## src/rtl/hazard_ctrl.sv

```systemverilog
// hazard_ctrl: decode-stage hazard/stall/flush sequencer for a 5-stage MIPS pipeline.
// Keeps shadow EX/MEM/WB copies of destination/control and a saturating stall counter.
// Optional feature macro: FORWARD_EN (defined = stall only on load-use against EX;
// undefined = stall on any RAW match against EX or MEM).
module hazard_ctrl #(
    parameter int          CNT_W    = 16,
    parameter logic [4:0]  REG_ZERO = 5'd0
) (
    input  logic             clk,
    input  logic             rst,
    input  logic             id_valid,
    input  logic [5:0]       id_opcode,
    input  logic [4:0]       id_rs,
    input  logic [4:0]       id_rt,
    input  logic [4:0]       id_dest,
    input  logic             id_reg_write,
    input  logic             id_mem_read,
    output logic             pc_write,
    output logic             ifid_write,
    output logic             idex_bubble,
    output logic             ifid_flush,
    output logic [CNT_W-1:0] stall_cnt
);

    localparam logic [5:0] OP_RTYPE = 6'h00;
    localparam logic [5:0] OP_J     = 6'h02;
    localparam logic [5:0] OP_JAL   = 6'h03;
    localparam logic [5:0] OP_BEQ   = 6'h04;
    localparam logic [5:0] OP_BNE   = 6'h05;
    localparam logic [5:0] OP_LUI   = 6'h0F;
    localparam logic [5:0] OP_SW    = 6'h2B;

    // Shadow pipeline state
    logic             ex_valid_q,  ex_valid_d;
    logic [4:0]       ex_dest_q,   ex_dest_d;
    logic             ex_rw_q,     ex_rw_d;
    logic             ex_mr_q,     ex_mr_d;
    logic             mem_valid_q, mem_valid_d;
    logic [4:0]       mem_dest_q,  mem_dest_d;
    logic             mem_rw_q,    mem_rw_d;
    logic             mem_mr_q,    mem_mr_d;
    logic             wb_valid_q,  wb_valid_d;
    logic [4:0]       wb_dest_q,   wb_dest_d;
    logic             wb_rw_q,     wb_rw_d;
    logic             wb_mr_q,     wb_mr_d;
    logic [CNT_W-1:0] stall_cnt_q, stall_cnt_d;

    logic uses_rs_s;
    logic uses_rt_s;
    logic hit_ex_s;
    logic hit_mem_s;
    logic hazard_s;
    logic stall_s;
    logic is_jump_s;

    // RAW match of the ID sources against one older destination
    function automatic logic src_match(
        input logic       valid,
        input logic       reg_write,
        input logic [4:0] dest,
        input logic       use_rs,
        input logic       use_rt,
        input logic [4:0] rs,
        input logic [4:0] rt
    );
        return valid & reg_write & (dest != REG_ZERO) &
               ((use_rs & (rs == dest)) | (use_rt & (rt == dest)));
    endfunction

    // Decode which source fields the ID instruction actually reads
    always_comb begin
        uses_rs_s = 1'b1;
        uses_rt_s = 1'b0;
        is_jump_s = 1'b0;
        case (id_opcode)
            OP_RTYPE: uses_rt_s = 1'b1;
            OP_BEQ:   uses_rt_s = 1'b1;
            OP_BNE:   uses_rt_s = 1'b1;
            OP_SW:    uses_rt_s = 1'b1;
            OP_J: begin
                uses_rs_s = 1'b0;
                is_jump_s = 1'b1;
            end
            OP_JAL: begin
                uses_rs_s = 1'b0;
                is_jump_s = 1'b1;
            end
            OP_LUI:   uses_rs_s = 1'b0;
            default: begin
                uses_rs_s = 1'b1;
                uses_rt_s = 1'b0;
            end
        endcase
    end

    // Hazard detection; reset suppresses any stall so a pending one is abandoned
    always_comb begin
        hit_ex_s  = src_match(ex_valid_q, ex_rw_q, ex_dest_q,
                              uses_rs_s, uses_rt_s, id_rs, id_rt);
        hit_mem_s = src_match(mem_valid_q, mem_rw_q, mem_dest_q,
                              uses_rs_s, uses_rt_s, id_rs, id_rt);
`ifdef FORWARD_EN
        hazard_s  = hit_ex_s & ex_mr_q;
`else
        hazard_s  = hit_ex_s | hit_mem_s;
`endif
        stall_s   = id_valid & hazard_s & ~rst;
    end

    // Pipeline control outputs, zero-cycle latency from ID inputs
    always_comb begin
        pc_write    = 1'b1;
        ifid_write  = 1'b1;
        idex_bubble = 1'b0;
        ifid_flush  = 1'b0;
        if (rst) begin
            pc_write    = 1'b0;
            ifid_write  = 1'b0;
            idex_bubble = 1'b1;
            ifid_flush  = 1'b1;
        end else begin
            pc_write    = ~stall_s;
            ifid_write  = ~stall_s;
            idex_bubble = stall_s;
            ifid_flush  = id_valid & ~stall_s & is_jump_s;
        end
    end

    // Next shadow state: a stalled or empty ID slot enters EX as a bubble
    always_comb begin
        ex_valid_d  = 1'b0;
        ex_dest_d   = 5'd0;
        ex_rw_d     = 1'b0;
        ex_mr_d     = 1'b0;
        if (id_valid & ~stall_s) begin
            ex_valid_d = 1'b1;
            ex_dest_d  = id_dest;
            ex_rw_d    = id_reg_write;
            ex_mr_d    = id_mem_read;
        end else begin
            ex_valid_d = 1'b0;
        end
        mem_valid_d = ex_valid_q;
        mem_dest_d  = ex_dest_q;
        mem_rw_d    = ex_rw_q;
        mem_mr_d    = ex_mr_q;
        wb_valid_d  = mem_valid_q;
        wb_dest_d   = mem_dest_q;
        wb_rw_d     = mem_rw_q;
        wb_mr_d     = mem_mr_q;
    end

    // Saturating stall counter next value
    always_comb begin
        stall_cnt_d = stall_cnt_q;
        if (stall_s && (stall_cnt_q != {CNT_W{1'b1}})) begin
            stall_cnt_d = stall_cnt_q + {{(CNT_W-1){1'b0}}, 1'b1};
        end else begin
            stall_cnt_d = stall_cnt_q;
        end
    end

    // State registers with synchronous reset
    always_ff @(posedge clk) begin
        if (rst) begin
            ex_valid_q  <= 1'b0;
            ex_dest_q   <= 5'd0;
            ex_rw_q     <= 1'b0;
            ex_mr_q     <= 1'b0;
            mem_valid_q <= 1'b0;
            mem_dest_q  <= 5'd0;
            mem_rw_q    <= 1'b0;
            mem_mr_q    <= 1'b0;
            wb_valid_q  <= 1'b0;
            wb_dest_q   <= 5'd0;
            wb_rw_q     <= 1'b0;
            wb_mr_q     <= 1'b0;
            stall_cnt_q <= {CNT_W{1'b0}};
        end else begin
            ex_valid_q  <= ex_valid_d;
            ex_dest_q   <= ex_dest_d;
            ex_rw_q     <= ex_rw_d;
            ex_mr_q     <= ex_mr_d;
            mem_valid_q <= mem_valid_d;
            mem_dest_q  <= mem_dest_d;
            mem_rw_q    <= mem_rw_d;
            mem_mr_q    <= mem_mr_d;
            wb_valid_q  <= wb_valid_d;
            wb_dest_q   <= wb_dest_d;
            wb_rw_q     <= wb_rw_d;
            wb_mr_q     <= wb_mr_d;
            stall_cnt_q <= stall_cnt_d;
        end
    end

    assign stall_cnt = stall_cnt_q;

    // WB never creates a hazard (write-first register file) and the mode not
    // selected leaves some shadow bits without a reader; gather them here.
    logic unused_shadow_s;
    assign unused_shadow_s = ^{wb_valid_q, wb_dest_q, wb_rw_q, wb_mr_q,
                               mem_mr_q, ex_mr_q, hit_mem_s};

endmodule
```

## config.mk

```make
export PLATFORM = sky130hd
export DESIGN_NAME = hazard_ctrl
export DESIGN_NICKNAME = d
export VERILOG_FILES = /design/src/rtl/hazard_ctrl.sv
export SDC_FILE = /design/constraint.sdc
export NUM_CORES = 1
export LEC_CHECK = 0
export ABC_AREA = 1
export CAP_MARGIN = 10
export CORE_MARGIN = 5
export CORE_UTILIZATION = 49
export DETAILED_ROUTE_END_ITERATION = 16
export GPL_ROUTABILITY_DRIVEN = 0
export PLACE_DENSITY = 0.8
export SLEW_MARGIN = 20
export SYNTH_ARGS = -nofsm -noshare
export SYNTH_HDL_FRONTEND = slang
export SYNTH_SLANG_ARGS = --single-unit
export TNS_END_PERCENT = 30
```

## constraint.sdc

```tcl
create_clock -name clk -period 2.92 [get_ports clk]
set_input_delay 0.876 -clock clk [delete_from_list [all_inputs] [get_ports clk]]
set_output_delay 0.876 -clock clk [all_outputs]
set_load 0.01 [all_outputs]
```

# Yosys cells after proc, flatten, opt, wreduce, memory -nomap -nowiden
# Cells that the tools add are included.
# W data, S select, Z words.
# totals
mem_count	0
wordCells	54
rom_bits	0
latchBits	0
output_inout_bits	20
inputBits	26
ff_bits	30
ramBits	0
# op_classes
magnitude_cmp	0
mux	7
div_mod_pow	0
addsub	1
n_mul	0
n_reduce_logical	8
n_eq_ne	11
shift	0
bitwise_logic	20
# op_table
op	count
$eq A5 B5 Y1	4
$add A16 B1 Y16 const B	1
$ne A16 B16 Y1 const B	1
$and A1 B1 Y1	14
$eq A6 B2 Y1 const B	2
$eq A6 B3 Y1 const B	2
$reduce_bool A5 Y1	2
$mux W1	7
$eq A6 B4 Y1 const B	1
$eq A6 B6 Y1 const B	1
$logic_not A6 Y1	1
$reduce_or A2 Y1	2
$reduce_or A4 Y1	1
$not A1 Y1	3
$or A1 B1 Y1	3
$reduce_or A3 Y1	1
$logic_and A1 B1 Y1	1

# Depth between registers and ports, before layout
# Gate-level depths: netlist of the first run.
# depth
depth_word	13
mapped_depth	16
ltp_nobuf	15

# Worst setup path after synthesis of the first run
# No wires, ideal clock.
# synth_timing
path_type	input -> output
start	input id_opcode[5]
end	output pc_write
t_arrival_ns	1.940
slack_ns	0.104
stages	13
path_cell_list	nor2_2 nand2_2 inv_2 nand2_1 nand2_1 nand3_1 nand2_1 nand2_2 nand2_4 nand2_4 nand2_1 inv_2 buf_4
# synth_via
elab_chain_len	11
word_cells_on_any_way	24
# synth_lines
item	line	rtl
start: declaration	12	input logic [5:0] id_opcode,
$eq A6 B6 Y1 (tied with other cells)	75	case (id_opcode)
$reduce_or A4 Y1 (no source line) or $reduce_or A3 Y1 (tied branches)	-	
$mux W1	75	
$and A1 B1 Y1	67	((use_rs & (rs == dest)) | (use_rt & (rt == dest)));
$or A1 B1 Y1	67	
$and A1 B1 Y1	66	return valid & reg_write & (dest != REG_ZERO) &
$or A1 B1 Y1 *	105	hazard_s = hit_ex_s | hit_mem_s;
$and A1 B1 Y1 * (2 in series)	107	stall_s = id_valid & hazard_s & ~rst;
$not A1 Y1 *	-	
$mux W1 *	-	
end: declaration	18	output logic pc_write,
# Mark *: on every way between the ends. The rest lies on a longest branch, timed or not.

# Worst setup path in the final report of the first run
# layout_timing
start	input id_rs[1]
end	output pc_write
# layout_via
elab_chain_len	9
word_cells_on_any_way	13
# layout_lines
item	line	rtl
start: declaration	13	input logic [4:0] id_rs,
$eq A5 B5 Y1	67	
$and A1 B1 Y1	67	
$or A1 B1 Y1	67	
$and A1 B1 Y1	66	
$or A1 B1 Y1 *	105	
$and A1 B1 Y1 * (2 in series)	107	
$not A1 Y1 *	122	pc_write = ~stall_s;
$mux W1 *	116	if (rst) begin
# Marked as above.

==> results of run 1 <==
[through the flow]
stage	hold slack, ns	utilization, %	area, µm²	setup slack [ns]
floorplan	0.403	-	1830	0.104
finish	0.435	66.9	2430	0.0636
global route	0.443	66.9	2430	0.000728
CTS	0.438	67.8	2460	0.00111
global placement	0.424	64.7	2350	-0.669
detailed placement	0.420	64.7	2350	-0.704
[power by group through the flow]
stage / registers (mW) / logic (mW) / clock network, mW
2_1_floorplan: 0.429 / 0.0506 / 0
3_3_place_gp: 0.430 / 0.106 / 0
3_5_place_dp: 0.430 / 0.109 / 0
4_1_cts: 0.421 / 0.107 / 0.351
5_1_grt: 0.422 / 0.117 / 0.371
6_report: 0.421 / 0.105 / 0.343
[critical path, stage by stage]
cell and delay [ns]:
clkdlybuf4s15_2 0.21, xnor2_1 0.16, nand2_1 0.09, nor2_2 0.08, nand3_1 0.10, nand2_2 0.09
nand2_2 0.06, nand2_4 0.06, nand2_4 0.05, nand2_4 0.07, inv_4 0.04, buf_6 0.11
[synth_stat cells (2+ instances only)]
cell type,count
nand2_1,77
nor2_1,55
inv_1,47
dfxtp_1,30
nand3_1,15
o21ai_0,12
nand4_1,10
o21bai_2,7
nor2_2,5
inv_2,4
nand2_2,4
o22ai_1,4
xnor2_1,3
buf_6,2
clkbuf_1,2
nand2_4,2
nor4_1,2
o21ai_2,2
[cells in the final DEF, fill, tap and decap left out, drive strengths merged]
master,synthesis,layout
o21bai,7,7
clkdlybuf4s15,0,2
nand3,16,16
ha,1,1
a21oi,1,1
xnor2,3,3
nor2,60,60
clkinv,1,2
inv,51,51
clkbuf,2,16
nand3b,1,1
buf,4,16
o22ai,4,4
nand4,10,10
a31oi,1,1
clkdlybuf4s50,0,24
dfxtp,30,30
dlygate4sd2,0,1
o211ai,1,1
xor2,1,1
nor4,2,2
nand2,83,83
o21ai,14,14
nor3,1,1
[repair_timing]
action	4_1_cts	5_1_grt
gates resized for setup	70	22
pin swaps	23	18
setup endpoints to repair	4	3
[per-layer routing]
metal  global-route usage, %  wire length, µm  up-vias
li1                        -                -     1013
met1                    20.5             1760      870
met2                    34.4             2260       56
met3                    5.11              251        6
met4                    4.80               39        0
met5                       0                0        -
[kinds of logic after synthesis]
logic type / synth area share, %
and+or+nand+nor: 40.8
buffers and inverters: 12.9
DFF: 32.8
AOI/OAI and AO/OA: 10.9
xor gates and xnor gates: 1.91
adders and majority gates: 0.683
[flip-flops by register name, summed over array words and instances, names as in the netlist]
| name | flops |
|---|---|
| ex_rw_q | 1 |
| mem_dest_q | 5 |
| ex_valid_q | 1 |
| mem_valid_q | 1 |
| ex_dest_q | 5 |
| mem_rw_q | 1 |
| stall_cnt | 16 |
[how the worst max path moves through the flow]
stage,end,start,slack (ns)
2_1_floorplan,pc_write,id_opcode[5],0.10
3_3_place_gp,ifid_write,id_opcode[5],-0.67
3_5_place_dp,idex_bubble,id_rs[4],-0.70
4_1_cts,pc_write,id_rt[4],0.001
5_1_grt,pc_write,id_opcode[0],0.0007
6_report,pc_write,id_rs[1],0.06
[cell type report]
cell class / instances / area (µm²) / share of cell area, %
clock buffers: 7 / 86.3 / 3.55
clock inverters: 1 / 5.00 / 0.206
inverters: 52 / 198 / 8.14
multi-input cells: 206 / 1050 / 43.3
flip-flops and latches: 30 / 601 / 24.7
well taps: 48 / 60.1 / 2.47
repair buffers: 52 / 428 / 17.6
==> out/qor.yml, run 1 <==
clock_tree:
  clk_pin_slew_ns: 0.07
  cts_made_buffers: 5
  ctsLongestPathBuffers: 2
  clk_latency_ns: 0.28
  clock_sinks: 30
  ctsHoldBuffers: 0
  cts_root_buf: "clkbuf_8"
  htreeDepth: 2
  cts_tree: "yes"
  cts_setup_buffers: 0
placement:
  place_inst: 388
  hpwl_um: 3360
  portBuffers: 44
pwr:
  clkPwrFrac_pct: 39.4
  leakage_nw: 1.10
  power_mw: 0.869
  switching_power_mw: 0.215
  ir_drop_mv: 0.258
  p_int_mw: 0.654
  p_sw_share_pct: 24.7
  power_density_nw_per_um2: 358
  p_seq_share_pct: 48.4
  pwr-share-comb_pct: 12.1
sta:
  max_clock_freq_mhz: 350
  hold_viol: 0
  max_slew.worst_pin.slew_ns: 0.428
  setup_viol: 0
  min_period_over_period_pct: 97.8
  maxSlewViolCount: 0
  final.min_clock_period_ns: 2.86
  rsz0062_at_grt: "false"
  max_slew_margin_pct: 71.2
  clock-skew-final_ns: 0.00805
  fin_tns_setup_ns: 0
logic_synthesis:
  syn_inst: 294
  yosysWarningCount: 0
  synthDistinctLibCells: 29
  synthFlopType: "dfxtp_1"
  yosys.area.top_type_share_pct: 32.8
  syn-num-nets: 321
  syn_area_um2: 1830
  ys_seq_area_share_pct: 32.8
  postSynth.asyncResetShare_pct: 0
  synth-edff-count: 0
  synth.area.top_cells: "dfxtp_1 33%, nand2_1 16%, nor2_1 11%"
  syn-mean-instance-area_um2: 6.23
  synth_largest_area_cell: "dfxtp_1"
  ys_ff_latch: 30
global_routing:
  grt_pass1_vias: 1892
  grt_max_degree: 18
  grt_pass1_wl_um: 7700
  gr-total-overflow: 0
  grt_use_total_pct: 18.5
  antenna_found_initial: 0
critical_path:
  worst_ep_arrival_time_ns: 1.98
  r2r_end: "stall_cnt[13]"
  endpoint_kind: "output port"
  startpoint_type: "input port"
  r2r_cells: 10
  crit_required_ns: 2.04
  critical_path_class: "input port to output port"
  r2r_slack_ns: 0.99
  crit_fanout: 3
  reg2reg_from: "stall_cnt[1]"
cells_and_area:
  drive_gt1_share_pct: 21.3
  fillerInstances: 338
  diodes: 0
  finalNonFillerCells: 396
  fin_nets: 374
  syn_to_final_growth_pct: 32.7
floorplanning:
  rows: 22
  pin_count: 46
  die_height_um: 71.1
  core-area_um2: 3630
  die_area_um2: 5060
  die_w_um: 71.1
  initial_utilization_pct: 50.4
min_path:
  min_path_cells: 2
  hp-class: "flop to flop"
  min_to: "mem_rw_q"
  min-delay-start: "ex_rw_q"
detailed_routing:
  wl_per_cell_um: 10.9
  drt_iter0_markers: 96
  detail-route-antenna-nets: 0
  drc: 0
  num_vias: 1945
  wl_um: 4310
  via_per_inst: 4.91
  first_pass_iters: 4
job:
  cap_violations: 0
outcome:
  run_status: "finished, final reports clean"
Power figures use the tool's default switching activity.
==> run 2: changes to the inputs <==
--- a/config.mk
+++ b/config.mk
@@ -8,10 +8,10 @@
 export ABC_AREA = 1
 export CAP_MARGIN = 10
 export CORE_MARGIN = 5
-export CORE_UTILIZATION = 49
+export CORE_UTILIZATION = 40
 export DETAILED_ROUTE_END_ITERATION = 16
 export GPL_ROUTABILITY_DRIVEN = 0
-export PLACE_DENSITY = 0.8
+export PLACE_DENSITY = 0.67
 export SLEW_MARGIN = 20
 export SYNTH_ARGS = -nofsm -noshare
 export SYNTH_HDL_FRONTEND = slang
==> run 2 against run 1 <==
Against the previous run:
- core utilization is 11 points lower
- sequential power about the same
- die area is 19% higher
- largest power group unchanged
- largest cell class unchanged
- critical path type unchanged
- critical endpoint is now ifid_flush
==> out/qor.yml, run 2 (synthesized netlist as in run 1, its figures left out) <==
clock_tree:
  cts_tree: "yes"
  cts_made_buffers: 5  # unchanged
  ctsHoldBuffers: 0  # unchanged
  clock_sinks: 30  # unchanged
  cts_root_buf: "clkbuf_8"
  clk_latency_ns: 0.28  # about the same
  htreeDepth: 2  # unchanged
  ctsLongestPathBuffers: 2  # unchanged
  clk_pin_slew_ns: 0.07  # about the same
sta:
  max_slew_margin_pct: 75.2  # +4.0 points
  clock-skew-final_ns: 0.00891  # +0.000860 ns
  hold_viol: 0  # unchanged
  finalWorstSetupSlack_ns: 0.0786  # +0.0149 ns
  setup_viol: 0  # unchanged
  max_clock_freq_mhz: 352  # +0.53%
  fin_tns_setup_ns: 0  # unchanged
  min_period_over_period_pct: 97.3  # -0.51 points
  final.min_clock_period_ns: 2.84  # -0.0149 ns
  hold-worst-slack_ns: 0.425  # -0.0107 ns
  maxSlewViolCount: 0  # unchanged
  max_slew.worst_pin.slew_ns: 0.369  # -0.0591 ns
cells_and_area:
  design_area_um2: 2430  # +0.15%
  layout_common_cells: "73 x nand2_1, 53 x nor2_1, 43 x inv_1"
  final_util_pct: 55.5  # -11 points
  diodes: 0  # unchanged
  largest_reg_flops: 16  # unchanged
  syn_to_final_growth_pct: 32.9
  final_common_cell: "nand2_1"
  finalNonFillerCells: 400  # +1.0%
  fillerInstances: 445  # +32%
  fin_nets: 374  # unchanged
  drive_gt1_share_pct: 20.7  # -0.57 points
floorplanning:
  rows: 24  # +9.1%
  core-area_um2: 4380  # +21%
  die_w_um: 77.7  # +9.2%
  die_area_um2: 6030  # +19%
  die_height_um: 77.7  # +9.2%
  initial_utilization_pct: 41.8  # -8.6 points
  pin_count: 46  # unchanged
placement:
  portBuffers: 44  # unchanged
  place_inst: 391  # +0.77%
  post_dp_cell_area_um2: 2350  # -0.11%
  hpwl_um: 3420  # +1.9%
  post-place-ws_ns: -0.712  # -0.00804 ns
detailed_routing:
  first_pass_iters: 4  # unchanged
  wl_um: 4510  # +4.5%
  via_per_inst: 4.75  # -3.3%
  drt_iter0_markers: 98  # +2.1%
  drc: 0  # unchanged
  wl_per_cell_um: 11.3  # +3.5%
  detail-route-antenna-nets: 0  # unchanged
  num_vias: 1900  # -2.3%
critical_path:
  critical_path_class: "input port to output port"
  worst_ep_arrival_time_ns: 1.97  # about the same
  critical_path.cell_chain: "clkdlybuf4s50_1 > clkinv_1 > nand2_1 > dlygate4sd2_1"
  startpoint_type: "input port"
  crit_required_ns: 2.04  # about the same
  endpoint_kind: "output port"
  cp_slowest_cell: "clkdlybuf4s50_1"
  crit_fanout: 5  # +2
  slowest_delay_ns: 0.48  # +0.27 ns
  cpLargestDelayFamily: "buffers and inverters"
  critPathBufInv: 3  # unchanged
global_routing:
  grt_pass1_vias: 1735  # -8.3%
  gr-total-overflow: 0  # unchanged
  grt_use_total_pct: 15.6  # -2.9 points
  grt_pass1_wl_um: 7840  # +1.8%
  grt_max_degree: 18  # unchanged
  antenna_found_initial: 0  # unchanged
pwr:
  power_mw: 0.931  # +7.2%
  power_density_nw_per_um2: 383  # +7.0%
  leakage_nw: 1.11  # +0.90%
  ir_drop_mv: 0.259  # +0.26%
min_path:
  hp-class: "flop to flop"
outcome:
  run_status: "finished, final reports clean"
job:
  cap_violations: 0  # unchanged
## run 2: cell count changes in the layout (fill, tap and decap cells not counted), moves of 2 or more
cell,delta
nor2_1,+2
o21ai_1,-3
nor2_2,-3
clkbuf_2,+3
o21ai_0,+3
## run 2: per-layer routing
layer | vias up | part of all wire [%] | track usage (%) | wire (µm)
met5 | - | 0 | 0 | 0
met3 | 6 | 7.1 | 5.32 | 321
met4 | 0 | 1.0 | 4.30 | 45
met2 | 50 | 45 | 24.5 | 2040
li1 | 1012 | - | - | -
met1 | 832 | 47 | 20.4 | 2100
## run 2: repair_timing
action,CTS,global route
resized for setup,57,29
hold endpoints to repair,0,0
setup endpoints to repair,4,3
setup buffers,1,0
pin swaps,13,20
## run 2: power breakdown
part	leakage [nW]	internal [mW]	switching (mW)	total, mW
Sequential	0.243	0.416	0.00524	0.421
Clock	0.0579	0.251	0.157	0.408
Combinational	0.812	0.0462	0.0559	0.102
Total	1.11	0.713	0.218	0.931
## run 2: final timing paths
path / cells after the start / startpoint / slack [ns] / endpoint
worst max register to register: 10 / stall_cnt[1] / 1.00 / stall_cnt[13]
worst min register to register: 2 / ex_valid_q / 0.42 / mem_valid_q
worst min-delay path: 2 / ex_valid_q / 0.42 / mem_valid_q
worst max-delay path: 4 / rst / 0.08 / ifid_flush
## run 2: worst reg2reg max path, delay by kind of cell, from the launching register on
family	cells	cell delay [ns]
simple gates	8	1.11
flops	1	0.40
fa+ha+maj	1	0.25
buf+inv	1	0.05
## run 2: final cells by class
cell class	instances	area (µm²)	share of cell area, %
Tap cell	52	65.1	2.67
Clock inverter	3	40.0	1.65
Clock buffer	5	68.8	2.83
Inverter	52	198	8.12
Sequential cell	30	601	24.7
Timing Repair Buffer	52	417	17.1
Multi-Input combinational cell	206	1040	42.9
==> run 3: changes to the inputs <==
==> constraint.sdc (replaced) <==
create_clock -name clk -period 2.7 [get_ports clk]
set_input_delay 0.81 -clock clk [delete_from_list [all_inputs] [get_ports clk]]
set_output_delay 0.81 -clock clk [all_outputs]
set_load 0.01 [all_outputs]
==> run 3 against run 2 <==
Against the previous run:
- sequential cell count did not move
- total power rose by 0.71%
- clock power fell by 11%
- routed wire length fell by 1.7%
- critical path depth rose by 10
- non-clock buffer count rose by 1
- global-route usage fell by 0.48 points
- count of clock-buffer cells in the layout rose by 2
- highest routed layer unchanged
==> out/qor.yml, run 3 (synthesized netlist as in run 1, its figures left out) <==
outcome:
  run_status: "finished, final reports clean"
placement:
  hpwl_um: 3470  # +1.4%
  portBuffers: 44  # unchanged
cells_and_area:
  diodes: 0  # unchanged
  fin_nets: 375  # +0.27%
  syn_to_final_growth_pct: 35.7
  drive_gt1_share_pct: 23.2  # +2.5 points
  largest_reg_flops: 16  # unchanged
  layout_common_cells: "70 x nand2_1, 52 x nor2_1, 42 x inv_1"
  final_util_pct: 56.7  # +1.2 points
  final_common_cell: "nand2_1"
pwr:
  power_density_nw_per_um2: 377  # -1.4%
  ir_drop_mv: 0.240  # -7.2%
  power_mw: 0.938  # +0.71%
  leakage_nw: 1.12  # +0.76%
critical_path:
  cp_slowest_cell: "nor2_4"
  crit_fanout: 3  # -2
  cp_num_cells: 14  # +10
  endpoint_kind: "output port"
  slowest_delay_ns: 0.13  # -0.35 ns
  worst_ep_arrival_time_ns: 1.84  # -0.13 ns
  critical_path.cell_chain: "buf_8 > nor2_4 > nand2_4 > inv_2 > nand2_2 > nand2_2 > nand3_2 > nand2_2 > nand2_2 > nand2_4 > nand2_4 > nand2_4 > inv_4 > buf_6"
  r2r_end: "stall_cnt[13]"
  crit_required_ns: 1.89  # -0.15 ns
  r2r_slack_ns: 0.77  # -0.23 ns
  reg2reg_from: "stall_cnt[1]"
  r2r_cells: 10  # unchanged
  cpLargestDelayFamily: "simple AND/OR/NAND/NOR gates"
  startpoint_type: "input port"
  critPathBufInv: 4  # +1
  critical_path_class: "input port to output port"
clock_tree:
  htreeDepth: 2  # unchanged
  clk_latency_ns: 0.27  # about the same
  cts_tree: "yes"
  ctsHoldBuffers: 0  # unchanged
  cts_root_buf: "clkbuf_8"
  cts_made_buffers: 5  # unchanged
  clk_pin_slew_ns: 0.06  # about the same
  ctsLongestPathBuffers: 2  # unchanged
  clock_sinks: 30  # unchanged
floorplanning:
  core-area_um2: 4380  # unchanged
  initial_utilization_pct: 41.8  # unchanged
  die_area_um2: 6030  # unchanged
  die_height_um: 77.7  # unchanged
  rows: 24  # unchanged
  die_w_um: 77.7  # unchanged
  pin_count: 46  # unchanged
sta:
  max_clock_freq_mhz: 378
  min_period_over_period_pct: 98.1
  max_slew_margin_pct: 73.7  # -1.5 points
  maxSlewViolCount: 0  # unchanged
  final.min_clock_period_ns: 2.65
  rsz0062_at_grt: "true"
  hold_viol: 0  # unchanged
  max_slew.worst_pin.slew_ns: 0.391  # +0.0219 ns
  clock-skew-final_ns: 0.00227  # -0.00664 ns
  setup_viol: 0  # unchanged
detailed_routing:
  wl_um: 4430  # -1.7%
  via_per_inst: 4.73  # -0.46%
  drc: 0  # unchanged
  drt_iter0_markers: 67  # -32%
  detail-route-antenna-nets: 0  # unchanged
  wl_per_cell_um: 11.0  # -2.0%
  num_vias: 1896  # -0.21%
  first_pass_iters: 4  # unchanged
global_routing:
  grt_pass1_wl_um: 7490  # -4.5%
  grt_use_total_pct: 15.2  # -0.48 points
  antenna_found_initial: 0  # unchanged
  grt_max_degree: 18  # unchanged
  grt_pass1_vias: 1736  # +0.058%
  gr-total-overflow: 0  # unchanged
job:
  cap_violations: 0  # unchanged
min_path:
  min-delay-start: "ex_valid_q"
  min_path_cells: 2  # unchanged
  hp-class: "flop to flop"
  min_to: "mem_valid_q"
## run 3: how the worst max path moves through the flow
stage | slack (ns) | start | end
floorplan | 0.02 | id_opcode[5] | pc_write
global placement | -0.85 | id_opcode[5] | idex_bubble
detailed placement | -0.84 | id_opcode[5] | idex_bubble
CTS | -0.0005 | id_opcode[4] | pc_write
global route | -0.04 | id_opcode[5] | pc_write
finish | 0.05 | id_opcode[5] | pc_write
## run 3: per-layer routing
layer	global-route usage, %	vias to the layer above	share of wire [%]
met5	0	-	0
met4	5.50	0	1.9
met3	5.44	8	6.3
met2	23.5	43	46
met1	19.2	829	46
li1	-	1016	-
## run 3: power breakdown
group / switching [mW] / total (mW) / internal (mW) / leakage, nW
combinational: 0.0640 / 0.120 / 0.0559 / 0.831
sequential: 0.00555 / 0.456 / 0.450 / 0.243
clock: 0.157 / 0.362 / 0.205 / 0.0482
total: 0.227 / 0.938 / 0.711 / 1.12
## run 3: worst register-to-register path: stages, from the launching register on
cell and delay [ns]:
dfxtp_1 0.40, ha_1 0.25, nand3_1 0.18, nor2_2 0.21, nand3_2 0.25, nand3b_1 0.24, nor2_1 0.07, nand3_1 0.09
nand2_1 0.05, inv_1 0.04, nor2_1 0.04
## run 3: stage by stage
stage	cell area (µm²)	setup TNS, ns	hold slack [ns]	worst slack (ns)	instances
after global placement	2360	-2.95	0.417	-0.848	392
after detailed placement	2360	-2.93	0.418	-0.842	392
final	2490	0	0.426	0.0516	401
after floorplan	1830	0	0.403	0.0163	294
after global routing	2490	-0.102	0.441	-0.0380	401
after CTS	2460	-0.000653	0.427	-0.000550	400
## run 3: final cells by class
| type | count | area [µm²] |
|---|---|---|
| fillers | 444 | 1900 |
| multi-input cells | 206 | 1080 |
| flip-flops and latches | 30 | 601 |
| repair buffers | 53 | 447 |
| inverters | 52 | 200 |
| clock buffers | 7 | 86.3 |
| well taps | 52 | 65.1 |
| clock inverters | 1 | 5.00 |
## run 3: repair_timing
item                       in CTS  in global routing
setup endpoints to repair       4                  3
setup buffers                   0                  1
pin swaps                      31                 20
resized for setup             102                 13
